`src/rtl/fir_delay_pkg.sv`:
```
// Shared types and ring-address helpers for the multichannel FIR delay stage.
package fir_delay_pkg;

  typedef enum logic [1:0] {IDLE, PROC, DONE} state_t;

  // Where a channel's output sample comes from, decided when its RAM access is issued.
  typedef enum logic [1:0] {SRC_ZERO, SRC_BYPASS, SRC_RAM} src_t;

  function automatic int addr_width(input int depth);
    return (depth > 1) ? $clog2(depth) : 1;
  endfunction

  function automatic int delay_width(input int max_delay);
    return $clog2(max_delay + 1);
  endfunction

  // A delay equal to max_delay folds back onto wr_ptr itself, so the RAM must return the pre-write word.
  function automatic int ring_addr(input int ch, input int wr_ptr, input int delay, input int max_delay);
    int slot;
    slot = wr_ptr + max_delay - delay;
    if (slot >= max_delay) slot = slot - max_delay;
    return ch * max_delay + slot;
  endfunction

endpackage

```
`src/rtl/fir_delay_ring_ram.sv`:
```
// Simple dual-port ring storage: synchronous read, read-before-write on address collision.
module fir_delay_ring_ram #(
  parameter int WIDTH = 16,
  parameter int DEPTH = 128,
  parameter int AW    = 7
) (
  input  logic             i_clk,
  input  logic             i_we,
  input  logic [AW-1:0]    i_waddr,
  input  logic [WIDTH-1:0] i_wdata,
  input  logic             i_re,
  input  logic [AW-1:0]    i_raddr,
  output logic [WIDTH-1:0] o_rdata
);

  logic [WIDTH-1:0] r_mem [DEPTH];

  always_ff @(posedge i_clk) begin
    if (i_we) r_mem[i_waddr] <= i_wdata;
    if (i_re) o_rdata <= r_mem[i_raddr];
  end

endmodule

```
`src/rtl/fir_delay_multichannel.sv`:
```
// N time-multiplexed channels delayed by a programmable 0..MAX_DELAY frames through one shared ring RAM.
// Build option FIR_DELAY_WARMUP_VALID_EN: hold off DATA_VALID until the ring holds the full programmed delay.
module fir_delay_multichannel
  import fir_delay_pkg::*;
#(
  parameter int  BITWIDTH_DATA = 16,
  parameter int  N_CHANNELS    = 4,
  parameter int  MAX_DELAY     = 32,
  localparam int DW            = delay_width(MAX_DELAY)
) (
  input  logic                                CLK,
  input  logic                                RST,
  input  logic                                EN,
  input  logic                                START_FLAG,
  input  logic [N_CHANNELS*BITWIDTH_DATA-1:0] DATA_IN,
  input  logic                                DELAY_LOAD,
  input  logic [DW-1:0]                       DELAY_IN,
  output logic [N_CHANNELS*BITWIDTH_DATA-1:0] DATA_OUT,
  output logic                                DATA_VALID,
  output logic                                BUSY,
  output logic                                OVERRUN
);

  localparam int DEPTH = N_CHANNELS * MAX_DELAY;
  localparam int AW    = addr_width(DEPTH);
  localparam int CW    = addr_width(N_CHANNELS);
  localparam int PW    = addr_width(MAX_DELAY);

  state_t                                   r_state;
  logic [N_CHANNELS-1:0][BITWIDTH_DATA-1:0] r_frame;
  logic [N_CHANNELS-1:0][BITWIDTH_DATA-1:0] r_out_buf;
  logic [CW-1:0]                            r_ch_idx;
  logic [CW-1:0]                            r_rd_ch;
  logic [PW-1:0]                            r_wr_ptr;
  logic [DW-1:0]                            r_delay;
  logic [DW-1:0]                            r_warmup;
  logic [DW-1:0]                            r_pend_delay;
  logic                                     r_pend_valid;
  logic                                     r_rd_valid;
  src_t                                     r_rd_src;

  logic [DW-1:0]            w_delay_clamped;
  logic [DW-1:0]            w_next_delay;
  logic                     w_issue;
  logic                     w_finish;
  logic                     w_load_now;
  logic                     w_apply_pend;
  logic                     w_underfill;
  src_t                     w_src;
  logic [AW-1:0]            w_rd_addr;
  logic [AW-1:0]            w_wr_addr;
  logic [BITWIDTH_DATA-1:0] w_ram_rdata;

  assign w_delay_clamped = (DELAY_IN > DW'(MAX_DELAY)) ? DW'(MAX_DELAY) : DELAY_IN;
  assign w_issue         = EN && (r_state == PROC);
  // DONE lingers one cycle so the last channel's registered RAM read can land in r_out_buf.
  assign w_finish        = (r_state == DONE) && !r_rd_valid;
  assign w_load_now      = DELAY_LOAD && ((r_state == IDLE) || w_finish);
  assign w_apply_pend    = w_finish && r_pend_valid;
  assign w_next_delay    = w_load_now ? w_delay_clamped : (w_apply_pend ? r_pend_delay : r_delay);
  assign w_underfill     = (r_warmup < r_delay);
  assign w_src           = (r_delay == '0) ? SRC_BYPASS : (w_underfill ? SRC_ZERO : SRC_RAM);
  assign w_rd_addr       = AW'(ring_addr(int'(r_ch_idx), int'(r_wr_ptr), int'(r_delay), MAX_DELAY));
  assign w_wr_addr       = AW'(ring_addr(int'(r_ch_idx), int'(r_wr_ptr), 0, MAX_DELAY));

  fir_delay_ring_ram #(
    .WIDTH (BITWIDTH_DATA),
    .DEPTH (DEPTH),
    .AW    (AW)
  ) u_ring (
    .i_clk   (CLK),
    .i_we    (w_issue),
    .i_waddr (w_wr_addr),
    .i_wdata (r_frame[r_ch_idx]),
    .i_re    (w_issue),
    .i_raddr (w_rd_addr),
    .o_rdata (w_ram_rdata)
  );

  // Delay changes arriving mid-frame are parked and applied at frame completion.
  always_ff @(posedge CLK or posedge RST) begin
    if (RST) begin
      r_state      <= IDLE;
      r_frame      <= '0;
      r_out_buf    <= '0;
      r_ch_idx     <= '0;
      r_rd_ch      <= '0;
      r_wr_ptr     <= '0;
      r_delay      <= '0;
      r_warmup     <= '0;
      r_pend_delay <= '0;
      r_pend_valid <= 1'b0;
      r_rd_valid   <= 1'b0;
      r_rd_src     <= SRC_ZERO;
      DATA_OUT     <= '0;
      DATA_VALID   <= 1'b0;
      BUSY         <= 1'b0;
      OVERRUN      <= 1'b0;
    end else if (EN) begin
      DATA_VALID <= 1'b0;
      r_rd_valid <= (r_state == PROC);
      r_rd_ch    <= r_ch_idx;
      r_rd_src   <= w_src;

      if (r_rd_valid) begin
        case (r_rd_src)
          SRC_RAM:    r_out_buf[r_rd_ch] <= w_ram_rdata;
          SRC_BYPASS: r_out_buf[r_rd_ch] <= r_frame[r_rd_ch];
          default:    r_out_buf[r_rd_ch] <= '0;
        endcase
      end

      if (START_FLAG && (r_state != IDLE)) OVERRUN <= 1'b1;

      r_delay <= w_next_delay;
      if (w_load_now) begin
        r_pend_valid <= 1'b0;
      end else if (DELAY_LOAD) begin
        r_pend_valid <= 1'b1;
        r_pend_delay <= w_delay_clamped;
      end else if (w_finish) begin
        r_pend_valid <= 1'b0;
      end

      if ((w_load_now || w_apply_pend) && (w_next_delay != r_delay)) begin
        r_warmup <= '0;
      end else if (w_finish && (r_warmup < DW'(MAX_DELAY))) begin
        r_warmup <= r_warmup + DW'(1);
      end

      case (r_state)
        IDLE: begin
          BUSY <= START_FLAG;
          if (START_FLAG) begin
            r_frame  <= DATA_IN;
            r_ch_idx <= '0;
            r_state  <= PROC;
          end
        end
        PROC: begin
          if (r_ch_idx == CW'(N_CHANNELS - 1)) begin
            r_ch_idx <= '0;
            r_state  <= DONE;
          end else begin
            r_ch_idx <= r_ch_idx + CW'(1);
          end
        end
        DONE: begin
          if (w_finish) begin
            DATA_OUT <= r_out_buf;
`ifdef FIR_DELAY_WARMUP_VALID_EN
            DATA_VALID <= !w_underfill;
`else
            DATA_VALID <= 1'b1;
`endif
            r_wr_ptr <= (r_wr_ptr == PW'(MAX_DELAY - 1)) ? '0 : r_wr_ptr + PW'(1);
            r_state  <= IDLE;
          end
        end
        default: r_state <= IDLE;
      endcase
    end
  end

endmodule

```
`config.mk`:
```
export PLATFORM = sky130hd
export DESIGN_NAME = fir_delay_multichannel
export DESIGN_NICKNAME = d
export VERILOG_FILES = /design/src/rtl/fir_delay_pkg.sv /design/src/rtl/fir_delay_ring_ram.sv /design/src/rtl/fir_delay_multichannel.sv
export SDC_FILE = /design/constraint.sdc
export NUM_CORES = 2
export LEC_CHECK = 0
export BUFFER_PORTS_ARGS = -buffer_cell sky130_fd_sc_hd__buf_2
export CORE_MARGIN = 3
export CORE_UTILIZATION = 30
export CTS_BUF_LIST = sky130_fd_sc_hd__clkbuf_2 sky130_fd_sc_hd__clkbuf_4 sky130_fd_sc_hd__clkbuf_8
export CTS_CLUSTER_SIZE = 8
export DETAILED_ROUTE_END_ITERATION = 7
export GPL_ROUTABILITY_DRIVEN = 0
export PLACE_DENSITY = 0.44
export SYNTH_ARGS = -nofsm -noshare
export SYNTH_HDL_FRONTEND = slang
export SYNTH_SLANG_ARGS = --single-unit
```
`constraint.sdc`:
```
create_clock -name CLK -period 11.8 [get_ports CLK]
set_clock_uncertainty 0.05 [all_clocks]
set_input_delay 2.36 -clock CLK [delete_from_list [all_inputs] [get_ports CLK]]
set_output_delay 2.36 -clock CLK [all_outputs]
set_load 0.02 [all_outputs]
```
==> run_results.csv <==
group,metric,value,unit
critical_path,critPathSlowestCell,"fa_4",
floorplanning,start_util,0.302,
job,max_cap_viol_count,0,
yosys,synthFlopType,"edfxtp_1",
floorplanning,dieWidth,553,µm
min_path,min_to,"DATA_OUT[36]",
outcome,status,"complete, no violations",
clock_tree,cts_htree_levels,5,
sta,max_slew_margin,0.126,
clock_tree,cts-resized-gates,0,
clock_tree,post_cts_buffers,0,
critical_path,r2r_setup_slack,5.83,ns
critical_path,required,12.52,ns
min_path,hp-start,"r_out_buf[36]",
min_path,whs_path_depth,2,
route,wl,271000,µm
sta,rsz0062_at_grt,"false",
placed_design,port_buffers,141,
critical_path,critPathMaxStageDelay,1.34,ns
cells_and_area,final_nets,5309,
yosys,synth_top_area_cell,"edfxtp_1",
floorplanning,die_area,305000,µm²
grt,grt_max_degree,135,
route,dr_wl_met2,123000,µm
cells_and_area,final_util,0.349,
floorplanning,std_cell_rows,200,
route,drt_iter0_drc,4393,
route,drc,0,
sta,period_share,0.506,
sta,hold_viol,0,
yosys,synth_top_area_share,0.691,
clock_tree,cts_tree,"done",
clock_tree,cts.clk_slew.worst_paths,0.06,ns
clock_tree,cts_buffer_depth,4,
route,met3_length,19100,µm
yosys,syn_area_per_cell,18.9,µm²
critical_path,worst-r2r-cell-count,12,
power_and_ir_drop,total_power,0.0341,W
floorplanning,die_h,553,µm
sta,drv_slew,0,
yosys,syn_nets,4830,
yosys,synthTopCellsByArea,"edfxtp_1 (69%), mux4_2 (14%), dfrtp_1 (6.4%)",
route,top_layer,"met5",
critical_path,r2r_start,"r_wr_ptr[0]",
grt,grt_pass1_vias,48600,
critical_path,arrival,6.69,ns
cells_and_area,drive_gt1_frac,0.299,
yosys,yosysWarnings,0,
critical_path,worstSetupStartpointType,"flip-flop",
critical_path,timing.rr.end,"u_ring.o_rdata[5]",
power_and_ir_drop,ir_drop,0.000469,V
route,first_pass_iters,6,
yosys,syn-cell-area,89700,µm²
sta,max_slew.worst_pin.slew,1.30,ns
yosys,ys_seq_area_frac,0.755,
sta,setup_viol,0,
power_and_ir_drop,leakage,34.7,nW
critical_path,critPathKind,"reg -> reg",
floorplanning,core_area,297000,µm²
clock_tree,cts_sinks,2292,
placed_design,hpwl,157000,µm
clock_tree,clock_insertion_delay_worst_skew,1.08,ns
floorplanning,ios,142,
grt,grt_pass1_wl,383000,µm
critical_path,end_kind,"flip-flop",
yosys,ys_types,58,
sta,setup_tns,0,ns
clock_tree,root_buffer,"clkbuf_8",
clock_tree,cts-buffers-inserted,398,
route,viasPerCell,5.02,
route,final_antenna_net_count,0,
route,vias,47500,
yosys,netlist_instances,4733,
grt,grt_overflow,0,
grt,antenna_found_initial,27,
critical_path,cpMostUsedCell,"inv_1",
critical_path,worst-path-max-fanout,134,
sta,fmax,0.168,GHz
yosys,async_reset_ff_frac,0.0995,
yosys,ys_seq_elements,2292,
grt,gr-usage-all-layers,0.174,
sta,fin_crit,5.97,ns
cells_and_area,fillCellCount,28200,
yosys,synth-edff-count,2064,
cells_and_area,syn_to_final_growth,15.8,%
route,wl_met1,123000,µm
critical_path,worstPathCellList,"inv_1, ha_1, inv_1, fa_4, buf_12, buf_4, mux4_2, nand2_1, and3_1, a311oi_1, nor4_1, nand4_1",
route,wl_per_cell,28.6,µm
min_path,min_path_type,"reg -> reg",
power_and_ir_drop,powerDensity,328,nW/µm²
clock_tree,hold_buffers,0,
sequential cells by signal, summed over array words and instances (netlist names), 2 cells and up:
| register | cells |
|---|---|
| r_pend_delay | 6 |
| r_ch_idx | 2 |
| r_rd_src | 2 |
| r_rd_ch | 2 |
| r_frame | 64 |
| r_state | 2 |
| u_ring.r_mem | 2048 |
| r_warmup | 6 |
| r_out_buf | 64 |
| DATA_OUT | 64 |
| r_delay | 6 |
| r_wr_ptr | 5 |
| u_ring.o_rdata | 16 |
cell usage after synthesis, types with 2 or more instances:
master and n:
nand2_1 761, or3_1 5, nand3b_1 4, o21ai_1 6, o21ai_0 79, ha_1 21
nand3_1 127, a311oi_1 76, and2_1 20, xnor2_1 5, nor2_1 153, mux2i_1 11
inv_1 19, nor3_1 7, nand4_1 21, a21oi_1 18, mux2_2 72, o22ai_1 8
nor3_2 2, a22o_1 3, nor4_1 20, nor3b_1 3, mux4_2 544, o2bb2ai_1 2
o21a_1 2, buf_2 61, a31oi_1 21, nor2b_1 13, buf_4 25, a311o_1 4
a22oi_1 19, and3_1 70, buf_1 23, clkbuf_1 158, nand4b_1 2, a21o_1 10
edfxtp_1 2064, a32oi_2 4, dfrtp_1 228, a221oi_1 15, xor2_1 8, nand2b_1 3
kinds of logic (layout without fill, tap and decap cells):
group	count (synthesis)	count (layout)	share of synthesized area
flip-flops	2292	2292	0.755
AND/OR/NAND/NOR	1215	1215	0.0577
multiplexers	628	628	0.147
buffers and inverters	288	1071	0.0140
AO/OA/AOI/OAI	273	273	0.0216
adder cells (fa/ha/maj)	22	22	0.00315
XOR/XNOR	15	15	0.00163
other	0	12	0
cells in the final DEF (no fill, tap or decap), types with 12 or more instances in the layout:
master    count
a21oi_1      18
a221oi_1     15
a22oi_1      19
a311oi_1     62
a311oi_2     14
a31oi_1      21
and2_1       18
and3_1       70
buf_2       142
buf_4       196
clkbuf_4    133
clkbuf_8    411
clkinv_1     91
clkinv_2     39
dfrtp_1     227
diode_2      12
edfxtp_1   2064
ha_1         20
inv_1        18
mux2_2       72
mux4_2      528
mux4_4       16
nand2_1     759
nand3_1     126
nand4_1      21
nor2_1      128
nor2_2       24
nor2b_1      13
nor4_1       15
o21ai_0      79
worst max path at each step:
stage                 from                  to  slack (ns)  cells after the start
6_report       r_wr_ptr[0]   u_ring.o_rdata[5]        5.83                     12
5_1_grt        r_wr_ptr[0]   u_ring.o_rdata[5]        5.50                     12
4_1_cts        r_wr_ptr[0]   u_ring.o_rdata[5]        5.70                     12
3_5_place_dp   r_wr_ptr[0]   u_ring.o_rdata[7]        5.72                     12
3_3_place_gp   r_wr_ptr[0]  u_ring.o_rdata[14]        5.34                     10
2_1_floorplan          RST                BUSY        3.14                      1
layer usage:
metal | vias to the layer above | GRT usage
met4 | 4 | 0.0403
met5 | - | 0
met1 | 25500 | 0.251
met2 | 1730 | 0.267
li1 | 19900 | -
met3 | 375 | 0.0377
critical path, delay by kind of cell, from the launching register on:
family	cells	cell delay [ns]
compound gates	1	0.06
fa+ha+maj	2	1.54
buf+inv	4	1.80
flops	1	0.54
mux	1	0.41
simple gates	4	1.08
through the flow:
stage                     instances  cell area (µm²)  hold WS (ns)  worst slack (ns)
after floorplan                4733            89700         0.389              3.14
after global placement         8748            96100         0.399              5.34
after CTS                      9455           104000         0.380              5.70
after global routing           9461           104000         0.411              5.50
final                          9467           104000         0.402              5.83
after detailed placement       8751            96100         0.400              5.72
final cells by class:
| type | instances | area [µm²] | area share |
|---|---|---|---|
| Sequential cell | 2292 | 67700 | 0.652 |
| Multi-Input combinational cell | 2153 | 21100 | 0.203 |
| Clock buffer | 544 | 6660 | 0.0641 |
| Tap cell | 3939 | 4930 | 0.0474 |
| Timing Repair Buffer | 347 | 2360 | 0.0227 |
| Clock inverter | 160 | 1070 | 0.0103 |
| Inverter | 20 | 82.6 | 0.000795 |
| Antenna cell | 12 | 30.0 | 0.000289 |
power by group:
part | total [W] | switching (W) | internal, W
clock | 0.00717 | 0.00333 | 0.00384
combinational | 0.0151 | 0.0101 | 0.00507
sequential | 0.0118 | 0.000303 | 0.0114
total | 0.0341 | 0.0137 | 0.0204
No activity file was read; power rests on OpenSTA's default activity.
